File: config.mk
export PLATFORM = sky130hd
export DESIGN_NAME = threshold_press_gen_flat
export DESIGN_NICKNAME = d
export VERILOG_FILES = /design/src/rtl/threshold_press_pkg.sv /design/src/rtl/threshold_press_gen_if.sv /design/src/rtl/threshold_press_gen_channel.sv /design/src/rtl/threshold_press_gen.sv /design/src/flat_wrapper.sv
export SDC_FILE = /design/constraint.sdc
export NUM_CORES = 1
export LEC_CHECK = 0
export CELL_PAD_IN_SITES_DETAIL_PLACEMENT = 1
export CELL_PAD_IN_SITES_GLOBAL_PLACEMENT = 1
export CORE_MARGIN = 1
export CORE_UTILIZATION = 34
export DETAILED_ROUTE_END_ITERATION = 10
export GPL_ROUTABILITY_DRIVEN = 0
export GPL_TIMING_DRIVEN = 0
export HOLD_SLACK_MARGIN = 0.06
export PLACE_DENSITY = 0.93
export SKIP_LAST_GASP = 1
export SLEW_MARGIN = 20
export SYNTH_ARGS = -nofsm -noshare
export SYNTH_HDL_FRONTEND = slang
export SYNTH_HIERARCHICAL = 1
export SYNTH_SLANG_ARGS = --single-unit
export TNS_END_PERCENT = 30
File: constraint.sdc
create_clock -name clk -period 3.2 [get_ports clk]
set_input_delay 0.64 -clock clk [delete_from_list [all_inputs] [get_ports clk]]
set_output_delay 0.64 -clock clk [all_outputs]
set_load 0.1 [all_outputs]
File: src/rtl/threshold_press_pkg.sv
// threshold_press_pkg: shared types and widths for the threshold press generator.
package threshold_press_pkg;
    typedef enum logic [1:0] {CMP_LT, CMP_LE, CMP_GT, CMP_GE} cmp_mode_t;
    typedef enum logic [1:0] {IDLE, FIRE, COOL, WAIT_REL} press_state_t;
    // Cooldown counter is sized for the largest legal COOLDOWN (255)
    localparam int COOLDOWN_MAX = 255;
    localparam int CNT_W = $clog2(COOLDOWN_MAX + 1);
endpackage

File: src/rtl/threshold_press_gen_if.sv
// threshold_press_gen_if: operand/mode inputs and press outputs of the press generator.
interface threshold_press_gen_if
    import threshold_press_pkg::*;
#(
    parameter int WIDTH    = 10,
    parameter int CHANNELS = 2
);
    logic                             enable;
    cmp_mode_t                        mode;
    logic [CHANNELS-1:0][WIDTH-1:0]   a;
    logic [CHANNELS-1:0][WIDTH-1:0]   b;
    logic [CHANNELS-1:0]              pressed;
    logic [CHANNELS-1:0]              press_pulse;
    logic [CHANNELS-1:0]              busy;
    logic [CHANNELS-1:0][7:0]         press_count;

    modport master (
        output enable, mode, a, b,
        input  pressed, press_pulse, busy, press_count
    );
    modport slave (
        input  enable, mode, a, b,
        output pressed, press_pulse, busy, press_count
    );
endinterface

File: src/rtl/threshold_press_gen_channel.sv
// press_channel: one compare channel with press FSM, cooldown and optional press counter.
// Optional saturating press counter is built when PRESS_COUNT_EN is defined.
module press_channel
    import threshold_press_pkg::*;
#(
    parameter int WIDTH    = 10,
    parameter int COOLDOWN = 8
) (
    input  logic             clk,
    input  logic             reset,
    input  logic             enable,
    input  cmp_mode_t        mode,
    input  logic [WIDTH-1:0] a,
    input  logic [WIDTH-1:0] b,
    output logic             pressed,
    output logic             press_pulse,
    output logic             busy,
    output logic [7:0]       press_count
);
    logic             cmp;
    press_state_t     state;
    logic [CNT_W-1:0] cnt;

    always_comb cmp = mode == CMP_LT ? a < b :
                      mode == CMP_LE ? a <= b :
                      mode == CMP_GT ? a > b : a >= b;

    assign press_pulse = state == FIRE;
    assign busy        = state != IDLE;

    always_ff @(posedge clk) begin
        if (reset) begin
            state   <= IDLE;
            cnt     <= '0;
            pressed <= 1'b0;
        end else begin
            pressed <= enable & cmp;
            if (!enable) begin
                state <= IDLE;
                cnt   <= '0;
            end else begin
                case (state)
                    IDLE:     if (cmp) state <= FIRE;
                    FIRE: begin
                        state <= COOL;
                        cnt   <= CNT_W'(COOLDOWN - 1);
                    end
                    // Only the compare value seen at the final cooldown cycle matters
                    COOL:     if (cnt == '0) state <= cmp ? WAIT_REL : IDLE;
                              else cnt <= cnt - 1'b1;
                    WAIT_REL: if (!cmp) state <= IDLE;
                    default:  state <= IDLE;
                endcase
            end
        end
    end

`ifdef PRESS_COUNT_EN
    always_ff @(posedge clk) begin
        if (reset) press_count <= '0;
        else if (press_pulse && press_count != 8'hff) press_count <= press_count + 8'd1;
    end
`else
    assign press_count = '0;
`endif
endmodule

File: src/rtl/threshold_press_gen.sv
// threshold_press_gen: multi-channel compare-and-press generator for the frog input path.
// Define PRESS_COUNT_EN to build the per-channel saturating press counters.
module threshold_press_gen
    import threshold_press_pkg::*;
#(
    parameter int WIDTH    = 10,
    parameter int CHANNELS = 2,
    parameter int COOLDOWN = 8
) (
    input logic                  clk,
    input logic                  reset,
    threshold_press_gen_if.slave bus
);
    genvar i;
    generate
        for (i = 0; i < CHANNELS; i++) begin : g_ch
            press_channel #(.WIDTH(WIDTH), .COOLDOWN(COOLDOWN)) u_ch (
                .clk         (clk),
                .reset       (reset),
                .enable      (bus.enable),
                .mode        (bus.mode),
                .a           (bus.a[i]),
                .b           (bus.b[i]),
                .pressed     (bus.pressed[i]),
                .press_pulse (bus.press_pulse[i]),
                .busy        (bus.busy[i]),
                .press_count (bus.press_count[i])
            );
        end
    endgenerate
endmodule
File: src/flat_wrapper.sv
// flat-port wrapper written by rule: the top's interface ports become plain ports
module threshold_press_gen_flat import threshold_press_pkg::*;
#(
    parameter int WIDTH    = 10,
    parameter int CHANNELS = 2,
    parameter int COOLDOWN = 8
)
  (clk, reset, bus_enable, bus_mode, bus_a, bus_b, bus_pressed, bus_press_pulse, bus_busy, bus_press_count);
  threshold_press_gen_if #(.WIDTH(WIDTH), .CHANNELS(CHANNELS)) bus_i ();
  input logic clk;
  input logic reset;
  input wire logic [$bits(bus_i.enable)-1:0] bus_enable;
  input wire logic [$bits(bus_i.mode)-1:0] bus_mode;
  input wire logic [$bits(bus_i.a)-1:0] bus_a;
  input wire logic [$bits(bus_i.b)-1:0] bus_b;
  output wire logic [$bits(bus_i.pressed)-1:0] bus_pressed;
  output wire logic [$bits(bus_i.press_pulse)-1:0] bus_press_pulse;
  output wire logic [$bits(bus_i.busy)-1:0] bus_busy;
  output wire logic [$bits(bus_i.press_count)-1:0] bus_press_count;
  assign bus_i.enable = bus_enable;
  assign bus_i.mode = bus_mode;
  assign bus_i.a = bus_a;
  assign bus_i.b = bus_b;
  assign bus_pressed = bus_i.pressed;
  assign bus_press_pulse = bus_i.press_pulse;
  assign bus_busy = bus_i.busy;
  assign bus_press_count = bus_i.press_count;
  threshold_press_gen #(.WIDTH(WIDTH), .CHANNELS(CHANNELS), .COOLDOWN(COOLDOWN)) u_core (.clk(clk), .reset(reset), .bus(bus_i));
endmodule
After elaboration in Yosys (flattened, before gate mapping)
Cells that the tools add are included.
Word-level totals
  bits in registers: 22
  logic and storage cells: 69
Cells by class
  add/subtract/negate cells: 2
  order comparisons: 8
  equal/unequal tests: 16
  mux-type cells: 20
  bitwise gates (word level): 3
  reductions and logical operators: 14
Operators by type and width (number)
  8-bit case mux with 2 select lines: 2
  10-bit greater-or-equal comparator: 2
  10-bit > comparator: 2
  10-bit less-or-equal comparator: 2
  10-bit less-than comparator: 2
  8-bit logical NOT: 2
  2-bit two-way mux: 8
  8-bit two-way mux: 2
  2-bit inequality test, second input constant: 8
  2-bit case mux with 4 select lines: 2
  8-bit by 1-bit subtractor with 8-bit output, second input constant: 2
  2-bit equality test, second input constant: 5
  2-bit nonzero test: 4
  2-bit by 1-bit equality test with 1-bit output, second input constant: 3
  2-bit logical NOT: 3
  1-bit two-way mux: 6
  3-bit AND reduction: 2
  2-bit AND reduction: 2
  1-bit bitwise AND: 2
  2-bit OR reduction: 1
  1-bit NOT: 1

Depth between registers and ports, before layout
Gate-level depths: netlist of the first run.
  depth after elaboration: 7
  gate-level depth with buffers: 7

By module
The synthesis of the first run kept the hierarchy.
Modules (own cells, without submodules)
  press_channel: instances 2, cells each 108, area an instance 868.3 sq um

Least setup slack after synthesis of the first run
Ideal clock, no wire load.
  kind: input-to-reg
  from: input bus_b[4]
  to: register u_core.g_ch[0].u_ch.state[1]
  library setup time: 91 ps
  data arrival time: 1783 ps
  path slack: 1326 ps
  stages on the path: 7
  path buffers: 0
  cells stage by stage: inv_1 -> ha_1 -> a21oi_1 -> a21boi_0 -> o31ai_1 -> nand3_1 -> a311oi_1
Between the ends
  cells in the longest elaborated chain, start to end: 7
  elaborated cells on any way between the ends: 13
  those cells by class: order compare (4); eq/ne (2); mux (6); reduce/logical (1)
RTL lines
  start: declaration: line flat_wrapper.sv:15  | input wire logic [$bits(bus_i.b)-1:0] bus_b;
  10-bit greater-or-equal comparator or 10-bit > comparator (tied branches): line threshold_press_gen_channel.sv:26  | mode == CMP_GT ? a > b : a >= b;
  1-bit two-way mux: line threshold_press_gen_channel.sv:26
  1-bit two-way mux: line threshold_press_gen_channel.sv:25  | mode == CMP_LE ? a <= b :
  1-bit two-way mux *: line threshold_press_gen_channel.sv:24  | always_comb cmp = mode == CMP_LT ? a < b :
  2-bit two-way mux (2 in a row): line threshold_press_gen_channel.sv:49  | COOL: if (cnt == '0) state <= cmp ? WAIT_REL : IDLE;
  2-bit case mux with 4 select lines: line threshold_press_gen_channel.sv:42  | case (state)
  end signal: assignment: line threshold_press_gen_channel.sv:49
  end: declaration: line threshold_press_gen_channel.sv:21  | press_state_t state;
Mark *: on every way between the ends. The rest lies on a longest branch, timed or not. The select of a mux whose other input is x is not followed.
A chain may end at the register's enable or synchronous reset.

Final worst setup path of the first run
  from: register u_core.g_ch[1].u_ch.state[1]
  to: output bus_press_pulse[1]
Between the ends
  cells in the longest elaborated chain, start to end: 1
RTL lines
  start: declaration: line threshold_press_gen_channel.sv:21
  start signal: assignment: line threshold_press_gen_channel.sv:49
  2-bit by 1-bit equality test with 1-bit output: line threshold_press_gen_channel.sv:28  | assign press_pulse = state == FIRE;
  end: declaration: line flat_wrapper.sv:17  | output wire logic [$bits(bus_i.press_pulse)-1:0] bus_press_pulse;
Every way passes these cells.

==> flow_summary.toml, run 1 <==
[status]
status = "finished clean"

[worst_setup_path]
crit_chain = "nand2b_1 > inv_1 > clkdlybuf4s50_1"
arrival_ns = 2.09
critPathMaxFanout = 6
crit_required_ns = 2.56
r2r_end = "u_core/g_ch[0].u_ch/cnt[7]$_SDFFE_PP0P_"
rr_startpoint = "u_core/g_ch[0].u_ch/cnt[0]$_SDFFE_PP0P_"
path_class = "reg2out"
r2r_setup_slack_ns = 1.25
cp_slowest_cell = "clkdlybuf4s50_1"
endpoint_kind = "output pin"
cp-start-kind = "flop"
critPathMaxStageDelay_ns = 1.13
r2r_cells = 7

[detailed_routing]
drt_iter0_drc = 79
avgRoutedWirePerCell_um = 11.8
vias = 1680
wl_mm = 4.14
ant_nets = 0
via_per_inst = 4.79
drc_errors = 0
first_pass_iters = 4

[cts]
post_cts_buffers = 0
clk_latency_ns = 0.26
cts_tree = "yes"
holdBufCountCts = 0
numCtsBuffers = 3
clkSlewWorstSetupHoldPaths_ns = 0.08
cts_sinks = 22
cts_buffer_depth = 2
post_cts_resize_count = 0
root_buffer = "clkbuf_8"
htree_levels = 1

[global_route]
use_met1_pct = 18.1
grt_pass1_vias = 1716
grt-ovfl-total = 0
grt_max_degree = 13
grt_pass1_wl_mm = 7.05
use_met2_pct = 31.9
grtUsageMet3_pct = 2.19
grt_antenna_before_repair = 0
top_usage_layer = "met2"
grt_use_total_pct = 16.5

[logic_synthesis]
synth-edff-count = 0
synth_mux_area_share_pct = 0
synth-xor-area-share_pct = 1.01
yosysTopAreaCell = "dfxtp_1"
yosysTopAreaCellShare_pct = 25.4
synthTopCellsByArea = "dfxtp_1, ha_1, inv_1, buf_4, a21oi_1"
synth_cell_types = 29
yosys.area_share.simple_pct = 20.3
synth_compound_area_share_pct = 20.5
synthesis.area_per_instance_um2 = 8.04
syn_area_um2 = 1740
synthCells = 216
async_flop_share_pct = 0
synth-seq-area-share_pct = 25.4
synth-adder-area-share_pct = 17.3
synthMostInstantiatedCell = "inv_1"
ys_warn_count = 6
synth_top_family_by_area = "compound AO/OA/AOI/OAI gates"
yosys-top-cells-count = "inv_1, ha_1, dfxtp_1, a21oi_1, buf_4"
synth_flop_cell = "dfxtp_1"
synth-seq-cells = 22

[floorplan]
fp.dieH_um = 73.5
chipWidth_um = 73.5
rows = 25
die-area_um2 = 5400
start_util_pct = 36.1
fp.coreArea_um2 = 4820
io_pins = 67

[placed_design]
place_area_um2 = 2370
hpwl_mm = 3.49
place.port_buffers = 50
post-place-ws_ns = 0.645

[timing]
fin_skew_ns = 0.00245
post-route-min-period_ns = 2.73
tightest_slew_ns = 0.983
rsz0062_at_grt = "false"
timing.fmax_mhz = 367
post-route-worst-setup-slack_ns = 0.473
whs_ns = 0.487
setup_viol = 0
timing.setup.tns_ns = 0
finalCritPeriodShare_pct = 85.2
final_max_slew_viol_count = 0
hold_viol = 0
slew_headroom_pct = 34.3

[job]
cap_violations = 0

[min_path]
min_from = "u_core/g_ch[0].u_ch/cnt[5]$_SDFFE_PP0P_"
hold_path_class = "reg2reg"
whs_path_depth = 1
min_to = "u_core/g_ch[0].u_ch/cnt[5]$_SDFFE_PP0P_"

[final_layout]
post-route-util_pct = 50.4
drive_above_1_share_pct = 9.15
register_area_um2 = 440
multi_input_area_um2 = 1090
fillers = 623
fin_nets = 354
syn_to_final_growth_pct = 39.8
stdcell_area_um2 = 2430
antennaDiodeCount = 0

[pwr]
pwr_density_cell_nw_per_um2 = 320
p_leak_nw = 1.11
peakVddDrop_uv = 127
worst max path at each step:
stage                                                      to  slack [ns]                                      start  depth (start not counted)
global placement    u_core/g_ch[1].u_ch/state[0]$_SDFFE_PP0P_        0.73                                  bus_b[14]                          8
CTS                                        bus_press_pulse[1]        0.45  u_core/g_ch[1].u_ch/state[1]$_SDFFE_PP0P_                          3
detailed placement  u_core/g_ch[1].u_ch/state[1]$_SDFFE_PP0P_        0.64                                  bus_b[14]                          8
finish                                     bus_press_pulse[1]        0.47  u_core/g_ch[1].u_ch/state[1]$_SDFFE_PP0P_                          3
global route                               bus_press_pulse[1]        0.38  u_core/g_ch[1].u_ch/state[1]$_SDFFE_PP0P_                          3
floorplan           u_core/g_ch[0].u_ch/state[1]$_SDFFE_PP0P_        1.33                                   bus_b[4]                          7
cells by family (layout without fill, tap and decap cells):
group | count (synthesis) | after routing
buf+inv | 54 | 108
xor+xnor | 2 | 2
flops | 22 | 22
other cells | 2 | 16
simple gates | 66 | 66
fa+ha+maj | 24 | 24
compound gates | 46 | 46
where the power goes:
part           total (W)  internal, W  leakage [nW]  switching, W
sequential      0.000284     0.000279         0.178    0.00000428
clock           0.000201     0.000110        0.0288     0.0000910
combinational   0.000293     0.000105         0.903      0.000188
total           0.000778     0.000494          1.11      0.000283
critical path: cells and delay by family, from the launching register on:
family,cells,cell delay [ns]
buffers and inverters,2,1.25
DFF,1,0.32
and+or+nand+nor,1,0.25
layout make-up:
cell class | instances | area share, %
buffer | 18 | 5.26
clock buffer | 4 | 2.27
inverter | 36 | 5.56
multi-input combinational | 154 | 44.7
sequential | 22 | 18.1
tap | 67 | 3.45
timing repair buffer | 50 | 20.6
through the flow:
step                cells  total power (W)
floorplan             230         0.000496
global placement      347         0.000575
detailed placement    347         0.000584
CTS                   351         0.000788
global route          351         0.000819
finish                351         0.000778
flip-flops by register name, summed over array words and instances, names as in the netlist:
register / count
u_core/g_ch.u_ch/cnt: 16
u_core/g_ch.u_ch/state: 4
u_core/g_ch.u_ch/pressed: 2
per-layer routing:
| layer | share of wire (%) | wire [µm] |
|---|---|---|
| met5 | 0 | 0 |
| met4 | 1.6 | 68 |
| met1 | 43 | 1800 |
| met3 | 4.7 | 195 |
| met2 | 50 | 2080 |
placed cells by master, fill, tap and decap left out, drive strengths merged:
cell type / instances
buf: 16
inv: 36
nand4: 4
a211o: 2
a21oi: 16
a211oi: 2
or3: 4
ha: 24
a311oi: 6
o21ai: 2
dfxtp: 22
conb: 16
nand4b: 2
clkbuf: 6
o31ai: 10
or4: 6
nand2: 12
and2b: 2
a31oi: 2
o311ai: 4
xor2: 2
nor2: 14
a21boi: 2
nor3: 4
clkdlybuf4s50: 50
nand2b: 8
nand3: 10
(Power assumes the default switching activity.)
==> run 2, diff against run 1 <==
--- a/config.mk
+++ b/config.mk
@@ -8,12 +8,13 @@
 export CELL_PAD_IN_SITES_DETAIL_PLACEMENT = 1
 export CELL_PAD_IN_SITES_GLOBAL_PLACEMENT = 1
 export CORE_MARGIN = 1
-export CORE_UTILIZATION = 34
+export CORE_UTILIZATION = 25
+export CTS_CLUSTER_DIAMETER = 150
 export DETAILED_ROUTE_END_ITERATION = 10
 export GPL_ROUTABILITY_DRIVEN = 0
 export GPL_TIMING_DRIVEN = 0
 export HOLD_SLACK_MARGIN = 0.06
-export PLACE_DENSITY = 0.93
+export PLACE_DENSITY = 0.74
 export SKIP_LAST_GASP = 1
 export SLEW_MARGIN = 20
 export SYNTH_ARGS = -nofsm -noshare
==> constraint.sdc (replaced) <==
create_clock -name clk -period 3.2 [get_ports clk]
set_input_delay 0.96 -clock clk [delete_from_list [all_inputs] [get_ports clk]]
set_output_delay 0.96 -clock clk [all_outputs]
set_load 0.1 [all_outputs]
==> flow_summary.toml, run 2 (synthesis results as in run 1) <==
[detailed_routing]
avgRoutedWirePerCell_um = 10.6
ant_nets = 0
wl_mm = 3.85
drt_iter0_drc = 40
drc_errors = 2
via_per_inst = 4.64
first_pass_iters = 7
vias = 1684

[final_layout]
final_cell_mix = "clkdlybuf4s50_1, inv_1, ha_1"
reg.largest.list = "u_core/g_ch.u_ch/cnt (16), u_core/g_ch.u_ch/state (4), u_core/g_ch.u_ch/pressed (2)"
largest_reg_flops = 16
regMostFlops = "u_core/g_ch.u_ch/cnt"
post-route-util_pct = 36.0
fin_nets = 354
layout_commonest_cell = "clkdlybuf4s50_1"
syn_to_final_growth_pct = 40.0
antennaDiodeCount = 0
drive_above_1_share_pct = 8.83

[timing]
finalCritPeriodShare_pct = 94.9
timing.fmax_mhz = 329
timing.setup.tns_ns = 0
rsz0062_at_grt = "false"
post-route-min-period_ns = 3.04
fin_skew_ns = 0.000574
slew_headroom_pct = 35.1
setup_viol = 0
hold_viol = 0
final_max_slew_viol_count = 0
whs_ns = 0.484
tightest_slew_ns = 0.971

[worst_setup_path]
critPathMaxFanout = 6
path_class = "reg2out"
endpoint_kind = "output pin"
cp-start-kind = "flop"
arrival_ns = 2.08
crit_required_ns = 2.24

[global_route]
grtUsageMet3_pct = 2.53
use_met1_pct = 13.1
grt_max_degree = 12
grt_use_total_pct = 11.4
grt_pass1_vias = 1648
use_met2_pct = 21.0
grt_antenna_before_repair = 0
grt_pass1_wl_mm = 6.84
top_usage_layer = "met2"
grt-ovfl-total = 0

[cts]
post_cts_resize_count = 0
clk_latency_ns = 0.26
cts_buffer_depth = 2
holdBufCountCts = 0
clkSlewWorstSetupHoldPaths_ns = 0.07
cts_sinks = 22
numCtsBuffers = 3
htree_levels = 1
post_cts_buffers = 0
root_buffer = "clkbuf_8"
cts_tree = "yes"

[min_path]
hold_path_class = "reg2reg"

[pwr]
seq_power_share_pct = 38.1
sw_frac_of_total_pct = 37.1
power_switching_w = 0.000275
p_leak_nw = 1.10
clkPwrFrac_pct = 22.8
peakVddDrop_uv = 84.4
pwr-share-comb_pct = 39.0
internal_power_w = 0.000468
pwr_density_cell_nw_per_um2 = 306

[job]
cap_violations = 0

[placed_design]
hpwl_mm = 3.31
place.port_buffers = 50

[floorplan]
fp.dieH_um = 85.3
chipWidth_um = 85.3
rows = 30
start_util_pct = 25.7
io_pins = 67
fp.coreArea_um2 = 6760
die-area_um2 = 7280

[status]
failed_checks = "DRC"
status = "finished with violations"
-- run 2: changes by cell type in the layout (fill, tap and decap cells not counted) --
cell	before	now
clkbuf_8	4	3
-- run 2: path summary, 6_finish.rpt --
kind                                              from                                 endpoint  slack [ns]  depth (start not counted)
max          u_core/g_ch[1].u_ch/state[1]$_SDFFE_PP0P_                       bus_press_pulse[1]        0.16                          3
min            u_core/g_ch[1].u_ch/cnt[5]$_SDFFE_PP0P_  u_core/g_ch[1].u_ch/cnt[5]$_SDFFE_PP0P_        0.48                          1
max reg2reg    u_core/g_ch[1].u_ch/cnt[0]$_SDFFE_PP0P_  u_core/g_ch[1].u_ch/cnt[7]$_SDFFE_PP0P_        1.26                          7
min reg2reg    u_core/g_ch[1].u_ch/cnt[5]$_SDFFE_PP0P_  u_core/g_ch[1].u_ch/cnt[5]$_SDFFE_PP0P_        0.48                          1
-- run 2: area by class of cell --
type                            count  area, µm²
Timing Repair Buffer               50        500
Multi-Input combinational cell    154       1090
Clock buffer                        3       41.3
Tap cell                           80        100
Buffer                             18        128
Sequential cell                    22        440
Inverter                           36        135
Fill cell                         829       4330
-- run 2: worst max-delay path, cell delays in order (launching register included) --
cell and delay [ns]:
dfxtp_1 0.32, nand2b_1 0.25, inv_1 0.12, clkdlybuf4s50_1 1.13
-- run 2: stage by stage --
stage | total power, W | worst slack, ns | cells | instance area [µm²]
2_1_floorplan | 0.000496 | 1.01 | 230 | 1790
3_3_place_gp | 0.000577 | 0.400 | 360 | 2390
3_5_place_dp | 0.000582 | 0.332 | 360 | 2390
4_1_cts | 0.000755 | 0.144 | 363 | 2430
5_1_grt | 0.000792 | 0.0603 | 363 | 2430
6_report | 0.000743 | 0.163 | 363 | 2430
-- run 2: per-layer routing --
metal | part of all wire (%) | vias to the layer above
met4 | 0.60 | 0
met2 | 48 | 43
li1 | - | 866
met1 | 45 | 773
met5 | 0 | -
met3 | 6.2 | 2
-- run 2: power by group through the flow --
stage                     clock network [W]  logic [W]  registers [W]
after floorplan                           0   0.000196       0.000299
after global placement                    0   0.000287       0.000290
after detailed placement                  0   0.000292       0.000290
after CTS                          0.000179   0.000293       0.000284
after global routing               0.000193   0.000315       0.000284
final                              0.000170   0.000290       0.000283
